[src/rtl/ic_bvashr_sge_skolem_checker_pred.sv]
// Combinational predicate P(x,s,t) = signed(x >>> s) >=s signed(t).
module ic_bvashr_sge_pred #(
    parameter int W = 4
) (
    input  logic [W-1:0] x,
    input  logic [W-1:0] s,
    input  logic [W-1:0] t,
    output logic         p
);

    logic signed [W-1:0] sh;

    // Arithmetic shift; amounts >= W leave only copies of the sign bit.
    assign sh = $signed(x) >>> s;
    assign p  = (sh >= $signed(t));

endmodule

[config.mk]
export PLATFORM = sky130hd
export DESIGN_NAME = ic_bvashr_sge_pred
export DESIGN_NICKNAME = d
export VERILOG_FILES = /design/src/rtl/ic_bvashr_sge_skolem_checker_pred.sv
export SDC_FILE = /design/constraint.sdc
export NUM_CORES = 1
export LEC_CHECK = 0
export CELL_PAD_IN_SITES_DETAIL_PLACEMENT = 0
export CELL_PAD_IN_SITES_GLOBAL_PLACEMENT = 1
export CORE_AREA = 2 2 39 41
export DETAILED_ROUTE_END_ITERATION = 8
export DIE_AREA = 0 0 41 43
export GPL_ROUTABILITY_DRIVEN = 0
export PLACE_DENSITY_LB_ADDON = 0.1
export SLEW_MARGIN = 20
export SYNTH_ARGS = -nofsm -noshare
export SYNTH_HDL_FRONTEND = slang
export SYNTH_SLANG_ARGS = --single-unit
[constraint.sdc]
create_clock -name vclk -period 2.8
set_clock_uncertainty 0.05 [all_clocks]
set_input_delay 0.7 -clock vclk [all_inputs]
set_output_delay 0.7 -clock vclk [all_outputs]
set_load 0.005 [all_outputs]
Word level (Yosys, flattened, before mapping)
Index checks and enable logic that the tools add are counted.
- logic and storage cells: 2
- bits in registers: 0
- output and inout bits: 1
- input bits: 12
- magnitude comparators: 1
- shift operators: 1
- operator list (kind ; number):
    4-bit >= comparator ; 1
    4-bit by 4-bit >>> shifter with 4-bit output ; 1

Logic depth before layout (Yosys ltp)
Gate-level depths: netlist of the first run.
- depth after elaboration: 2
- gate-level depth with buffers: 7
- gate-level depth less buffers: 7

Worst setup path before layout of the first run
No wires, ideal clock.
- path type: input to output
- start point: input port s[0]
- end point: output port p
- stages: 5
- path slack: 0.086 ns
- data required time: 2.050 ns
- buffers on the path: 0
- arrival time: 1.964 ns
- cells stage by stage: nor4_2 mux2_1 ha_1 inv_1 o311ai_0
- longest elaborated chain between the ends: 2
- ends and longest elaborated chain (item ; RTL line ; RTL):
    start, declared ; 6 ; input logic [W-1:0] s,
    4-bit by 4-bit >>> shifter with 4-bit output ; 14 ; assign sh = $signed(x) >>> s;
    4-bit >= comparator ; 15 ; assign p = (sh >= $signed(t));
    end, declared ; 8 ; output logic p
No other way between the ends.

Final worst setup path of the first run
Same ends and word-level chain as after synthesis.

==> results of run 1 <==
==> path summary, 6_finish.rpt <==
path	from	cells after the start	end	slack [ps]
setup / recovery	s[0]	7	p	-80
hold / removal	x[3]	6	p	1970
==> per-stage QoR <==
stage	total power [mW]	instance area (um2)	setup TNS [ps]
5_1_grt	0.0767	445	-167
3_3_place_gp	0.0531	385	-985
2_1_floorplan	0.0195	198	0
6_report	0.0697	445	-82.8
4_1_cts	0.0650	429	-47.0
3_5_place_dp	0.0540	385	-979
==> layer usage <==
metal / part of all wire (%) / up-vias
li1: - / 138
met1: 43 / 121
met2: 51 / 8
met3: 6.2 / 0
met4: 0 / 0
met5: 0 / -
==> logic make-up (layout without fill, tap and decap cells) <==
family	Yosys count	count (layout)	synth area share, %
buffers and inverters	5	23	9.49
AOI/OAI and AO/OA	7	7	25.3
and+or+nand+nor	9	9	24.1
adders and majority gates	4	4	25.3
muxes	3	3	15.8
==> cell type report <==
type | instances | area, um2 | share of cell area [%]
multi-input cells | 23 | 246 | 55.3
repair buffers | 18 | 160 | 36.0
well taps | 16 | 20.0 | 4.49
inverters | 5 | 18.8 | 4.21
==> power groups by stage <==
stage / sequential [mW] / clock [mW] / combinational [mW]
2_1_floorplan: 0 / 0 / 0.0195
6_report: 0 / 0 / 0.0697
5_1_grt: 0 / 0 / 0.0767
4_1_cts: 0 / 0 / 0.0650
3_5_place_dp: 0 / 0 / 0.0540
3_3_place_gp: 0 / 0 / 0.0531
==> timing repair <==
item / CTS / global route
setup endpoints to repair: 1 / 1
resized for setup: 48 / 3
pin swaps: 10 / 3
==> critical path, delay by kind of cell <==
family	cells	cell delay (ps)
AO/OA/AOI/OAI	1	250
adder cells (fa/ha/maj)	1	260
buffers and inverters	3	300
multiplexers	1	340
AND/OR/NAND/NOR	1	280
==> cells in the final DEF (no fill, tap or decap) <==
cell type                         instances
sky130_fd_sc_hd__a21o_1                   1
sky130_fd_sc_hd__a21oi_1                  1
sky130_fd_sc_hd__a21oi_2                  1
sky130_fd_sc_hd__a22oi_1                  1
sky130_fd_sc_hd__buf_2                    4
sky130_fd_sc_hd__buf_4                    4
sky130_fd_sc_hd__buf_6                    2
sky130_fd_sc_hd__buf_8                    2
sky130_fd_sc_hd__clkdlybuf4s50_1          4
sky130_fd_sc_hd__dlygate4sd2_1            2
sky130_fd_sc_hd__ha_1                     3
sky130_fd_sc_hd__ha_4                     1
sky130_fd_sc_hd__inv_1                    4
sky130_fd_sc_hd__inv_2                    1
sky130_fd_sc_hd__mux2_4                   1
sky130_fd_sc_hd__mux2i_1                  2
sky130_fd_sc_hd__nand2_1                  2
sky130_fd_sc_hd__nand2b_4                 1
sky130_fd_sc_hd__nor2_1                   2
sky130_fd_sc_hd__nor2_2                   1
sky130_fd_sc_hd__nor3_1                   1
sky130_fd_sc_hd__nor3_2                   1
sky130_fd_sc_hd__nor4_4                   1
sky130_fd_sc_hd__o21a_1                   1
sky130_fd_sc_hd__o221ai_2                 1
sky130_fd_sc_hd__o311ai_4                 1
==> out/results.env, run 1 <==
ROUTED-VIA-COUNT=267
POST-ROUTE-MIN-PERIOD_PS=2880
GRT_UTIL_MET3_PCT=0
SWITCHINGPOWER_mW=0.0285
DESIGN.DIE.AREA_UM2=1760
PORT-BUFFER-COUNT=13
POST_CTS_BUFFERS=0
FLOW.AREA_GROWTH_FROM_SYNTHESIS_PCT=125
PATH_CELLS='buf_8 > nor4_4 > mux2_4 > ha_4 > inv_2 > o311ai_4 > buf_2'
FIN_NETS=64
GRT_OVERFLOW_TOTAL=0
DETAIL_ROUTE.VIAS_PER_CELL=4.31
ROWS=14
INITIAL_UTILIZATION_PCT=14.3
DP_CELLS=62
DESIGN.PORTCOUNT=13
FINAL.PERIOD_UTILIZATION_PCT=103
FIN_CELLS=62
PD_CELLS_nW_PER_UM2=157
GRT_FIRST_PASS_WIRELENGTH_UM=986
FINALCOREUTILIZATION_PCT=32.2
TIMING_WORST_SLEW_PIN_VALUE_PS=220
POST_SYNTH_NUM_CELL_TYPES=15
GRT_SETUP_UNREPAIRED='true'
AREA_OF_THE_CORE_REGION_UM2=1380
GLOBAL_ROUTE.USAGE.MET2_PCT=13.1
SHARE_SEQ_OF_TOTAL_POWER_PCT=0
SETUP_VIOL_COUNT_FINAL=1
GLOBALROUTE.BUSIESTLAYER='met2'
CRIT_PATH_TOP_DELAY_CELL='sky130_fd_sc_hd__mux2_4'
SEQ_CELL_COUNT=0
GRT_MAX_DEGREE=6
YS_WARN_COUNT=0
CTS_HOLD_REPAIR.BUFFERS=0
WORST_SLEW_SLACK_AS_A_FRACTION_OF_ITS_LIMIT_PCT=85.2
FMAX_GHz=0.347
FINAL_MAX_SLEW_VIOL_COUNT=0
SYN_NETS=44
CHIPHEIGHT_UM=43
MOST_COMMON_CELL_IN_THE_SYNTHESIZED_NETLIST='sky130_fd_sc_hd__inv_1'
FAILED_CHECKS='negative setup slack'
CRITICAL-PATH-MAX-STAGE-DELAY_PS=340
CLOCKBUFFERCOUNT=0
TIMING_WORST_SETUP_PATH_TYPE='input pin to output port'
LEAKAGE_nW=0.203
FINAL_HOLD_VIOLATION_COUNT=0
CP.ARRIVAL_PS=2130
INITIAL_ANTENNA_VIOLATION_COUNT=0
CRIT_PATH_START_KIND='input pin'
WORST_HOLD_SLACK_ACROSS_ALL_ENDPOINTS_PS=1970
FINAL_CRITICAL_PATH_SETUP_SLACK_PS=-82.8
SYNTHTOPCELLSBYCOUNT='5 x sky130_fd_sc_hd__inv_1, 4 x sky130_fd_sc_hd__ha_1, 3 x sky130_fd_sc_hd__nor2_1'
SYNTHESIZED_INSTANCE_COUNT=28
HOLD_PATH.CLASS='input pin to output port'
LAYOUT.AREA.SEQ_UM2=0
SYNTH_AREA_LEADER_CELL='sky130_fd_sc_hd__ha_1'
FLOORPLAN.DIE.WIDTH_UM=41
ANTENNADIODECOUNT=0
DP_HPWL_UM=510
SYNTH_LARGEST_TYPE_AREA_FRACTION_PCT=25.3
SW_SHARE_PCT=40.9
DETAIL_ROUTE.ITER0.VIOLATIONS=0
ANTENNA_VIOLATING_NETS_POST_ROUTE=0
GRT_PASS1_VIAS=270
GRT_USAGE_PCT=7.49
INTPOWER_mW=0.0412
WL_UM=617
GLOBALROUTEMET1UTIL_PCT=10.4
CLOCKPOWERSHARE_PCT=0
PRE_CTS_SLACK_PS=-979
STATUS='finished with violations'
COMB_POWER_SHARE_PCT=100.0
SYN_AREA_UM2=198
CRIT_REQUIRED_PS=2050
POST_SYNTH_MAIN_AREA_CONTRIBUTORS='sky130_fd_sc_hd__ha_1 25%, sky130_fd_sc_hd__mux2i_1 10%, sky130_fd_sc_hd__inv_1 9.5%'
AVG_CELL_AREA_SYN_UM2=7.06
END_KIND='output port'
DRC_ERRORS=0
MAX-CAP-VIOLATIONS=0
WORST_IR_DROP_VDD_uV=53.2
DRT-WIRELENGTH-PER-CELL_UM=9.95
POST_ROUTE_CELLS_DRIVE_ABOVE_1_SHARE_PCT=47.8
DRT_FIRST_PASS_ITERS=1
CRIT_PATH_MAX_FANOUT=4
SHARE_OF_SYNTHESIZED_AREA_OCCUPIED_BY_FLIP_FLOPS_AND_LATCHES_PCT=0
FILLERINSTANCES=151
Note: power is estimated with default switching activity, not from simulation.
==> run 2, diff against run 1 <==
--- a/config.mk
+++ b/config.mk
@@ -7,12 +7,13 @@
 export LEC_CHECK = 0
 export CELL_PAD_IN_SITES_DETAIL_PLACEMENT = 0
 export CELL_PAD_IN_SITES_GLOBAL_PLACEMENT = 1
-export CORE_AREA = 2 2 39 41
+export CORE_AREA = 10 10 47 49
 export DETAILED_ROUTE_END_ITERATION = 8
-export DIE_AREA = 0 0 41 43
+export DIE_AREA = 0 0 57 59
 export GPL_ROUTABILITY_DRIVEN = 0
 export PLACE_DENSITY_LB_ADDON = 0.1
 export SLEW_MARGIN = 20
 export SYNTH_ARGS = -nofsm -noshare
 export SYNTH_HDL_FRONTEND = slang
 export SYNTH_SLANG_ARGS = --single-unit
+export TNS_END_PERCENT = 1
==> run 2 against run 1 <==
  * Critical path type unchanged
  * Worst hold slack better by 130 ps
  * The flow still finishes with violations (negative setup slack)
  * First-iteration DRC count unchanged
  * Combinational power down 1%
  * Highest routed layer unchanged
  * Largest power group unchanged
  * Critical path depth unchanged
  * Non-clock buffer count up 3
  * Final cell count up 4.8%
  * Global-route usage down 2.5 points
==> out/results.env, run 2 (same netlist as run 1, synthesis figures left out) <==
LAYOUT.CELLS.MOST_COMMON_LIST='6 x sky130_fd_sc_hd__buf_4, 5 x sky130_fd_sc_hd__inv_1, 4 x sky130_fd_sc_hd__clkdlybuf4s50_1'
WORST_SLEW_SLACK_AS_A_FRACTION_OF_ITS_LIMIT_PCT=85.2  # about the same
FILLERINSTANCES=159  # +5.3%
FIN_NETS=67  # +4.7%
ROWS=14  # unchanged
DRT_FIRST_PASS_ITERS=1  # unchanged
ANTENNADIODECOUNT=0  # unchanged
CTS_HOLD_REPAIR.BUFFERS=0  # unchanged
TIMING_WORST_SETUP_PATH_TYPE='input pin to output port'
CHIPHEIGHT_UM=59  # +37%
CRIT_REQUIRED_PS=2050  # about the same
MAX-CAP-VIOLATIONS=0  # unchanged
DP_CELLS=64  # +3.2%
CP.ARRIVAL_PS=2140  # about the same
LAYOUT.AREA.SEQ_UM2=0  # unchanged
MET3ROUTEDLENGTH_UM=37  # -2.6%
DETAIL_ROUTE.ITER0.VIOLATIONS=0  # unchanged
DRT-WIRELENGTH-PER-CELL_UM=12.9  # +30%
PORT-BUFFER-COUNT=13  # unchanged
WL_UM=838  # +36%
INITIAL_UTILIZATION_PCT=14.1  # -0.18 points
DETAILROUTE.WIRELENGTH.MET2_UM=434  # +39%
CRIT_PATH_TOP_DELAY_CELL='sky130_fd_sc_hd__mux2_4'
FLOW.AREA_GROWTH_FROM_SYNTHESIS_PCT=135
WORST_HOLD_SLACK_ACROSS_ALL_ENDPOINTS_PS=2090  # +125 ps
FINAL_CRITICAL_PATH_SETUP_SLACK_PS=-86.9  # -4.05 ps
PD_CELLS_nW_PER_UM2=148  # -5.5%
END_KIND='output port'
POST-ROUTE-MIN-PERIOD_PS=2890  # +4.05 ps
PATH_CELLS='buf_2 > nor4_4 > mux2_4 > ha_4 > inv_1 > o311ai_1 > buf_2'
HOLD_PATH.CLASS='input pin to output port'
GRT_MAX_DEGREE=5  # -1
CRIT_PATH_MAX_FANOUT=3  # -1
GRT_USAGE_PCT=4.97  # -2.5 points
LEAKAGE_nW=0.217  # +7.2%
GRT_SETUP_UNREPAIRED='true'
WORST_IR_DROP_VDD_uV=49.0  # -7.9%
ROUTED-VIA-COUNT=287  # +7.5%
FINAL_HOLD_VIOLATION_COUNT=0  # unchanged
MET1_LENGTH_UM=365  # +38%
FINAL_MAX_SLEW_VIOL_COUNT=0  # unchanged
POST_DP_CELL_AREA_UM2=400  # +3.9%
INITIAL_ANTENNA_VIOLATION_COUNT=0  # unchanged
TIMING_WORST_SLEW_PIN_VALUE_PS=218  # -1.67 ps
AREA_OF_THE_CORE_REGION_UM2=1400  # +1.3%
FINAL.PERIOD_UTILIZATION_PCT=103  # +0.14 points
GRT_OVERFLOW_TOTAL=0  # unchanged
DR.MAX_LAYER_USED='met3'
MOST_COMMON_CELL_AFTER_LAYOUT_FILL_AND_TAPS_ASIDE='sky130_fd_sc_hd__buf_4'
ANTENNA_VIOLATING_NETS_POST_ROUTE=0  # unchanged
DP_HPWL_UM=668  # +31%
DETAIL_ROUTE.VIAS_PER_CELL=4.42  # +2.5%
MULTIINPUTGATEAREA_UM2=245  # -0.51%
FMAX_GHz=0.346  # -0.14%
FINALCOREUTILIZATION_PCT=33.1  # +0.94 points
CLOCKBUFFERCOUNT=0  # unchanged
FINALINSTANCEAREA_UM2=464  # +4.2%
TIMING.CRITICAL_PATH.MAX_DELAY_FAMILY='multiplexers'
GRT_PASS1_VIAS=346  # +28%
CPMOSTUSEDCELL='sky130_fd_sc_hd__buf_2'
FLOORPLAN.DIE.WIDTH_UM=57  # +39%
CRITICAL-PATH-MAX-STAGE-DELAY_PS=340  # about the same
SEQ_CELL_COUNT=0  # unchanged
REPORT.POWER.TOTAL_mW=0.0687  # -1.5%
GRT_FIRST_PASS_WIRELENGTH_UM=1470  # +49%
CRITICAL_PATH.N_BUFFERS_INVERTERS=3  # unchanged
FIN_CELLS=65  # +4.8%
FAILED_CHECKS='negative setup slack'
POST_ROUTE_CELLS_DRIVE_ABOVE_1_SHARE_PCT=49.0  # +1.2 points
DESIGN.DIE.AREA_UM2=3360  # +91%
CRIT_PATH_START_KIND='input pin'
DRC_ERRORS=0  # unchanged
SETUP_VIOL_COUNT_FINAL=1  # unchanged
DESIGN.PORTCOUNT=13  # unchanged
STATUS='finished with violations'
-- run 2: cell count changes in the layout (fill, tap and decap cells not counted), sizes merged --
cell / before / now
dlygate4sd2: 2 / 3
clkbuf: 0 / 1
buf: 12 / 13
-- run 2: where the power goes --
group / internal, mW / leakage [nW] / switching, mW
Combinational: 0.0403 / 0.217 / 0.0283
Sequential: 0 / 0 / 0
Clock: 0 / 0 / 0
-- run 2: final cells by class --
class	instances	share of cell area, %
multi-input cells	23	52.8
repair buffers	21	38.8
well taps	16	4.31
inverters	5	4.04
-- run 2: repair_timing --
| action | CTS | global route |
|---|---|---|
| setup endpoints to repair | 1 | 1 |
| pin swaps | 10 | 10 |
| resized for setup | 36 | 9 |
| setup buffers | 1 | 0 |
-- run 2: tightest hold or removal path: stages --
cell and delay [ps]:
sky130_fd_sc_hd__dlygate4sd2_1 220, sky130_fd_sc_hd__buf_4 140, sky130_fd_sc_hd__ha_1 160, sky130_fd_sc_hd__nand2_1 60, sky130_fd_sc_hd__o311ai_1 60, sky130_fd_sc_hd__buf_2 110
-- run 2: worst paths after layout --
check,end,slack (ps),from,depth (start not counted)
setup / recovery,p,-90,s[1],7
hold / removal,p,2090,x[3],6
-- run 2: routing by layer --
layer  vias to the layer above  GRT usage [%]
met5                         -              0
met2                        10           10.4
met3                         0          0.429
met4                         0              0
li1                        144              -
met1                       133           5.45
-- run 2: per-stage QoR --
stage                     setup slack (ps)  TNS [ps]
after floorplan                       85.6         0
after global placement                -987      -987
after detailed placement              -990      -990
after CTS                             -131      -131
after global routing                  -174      -174
final                                -86.9     -86.9
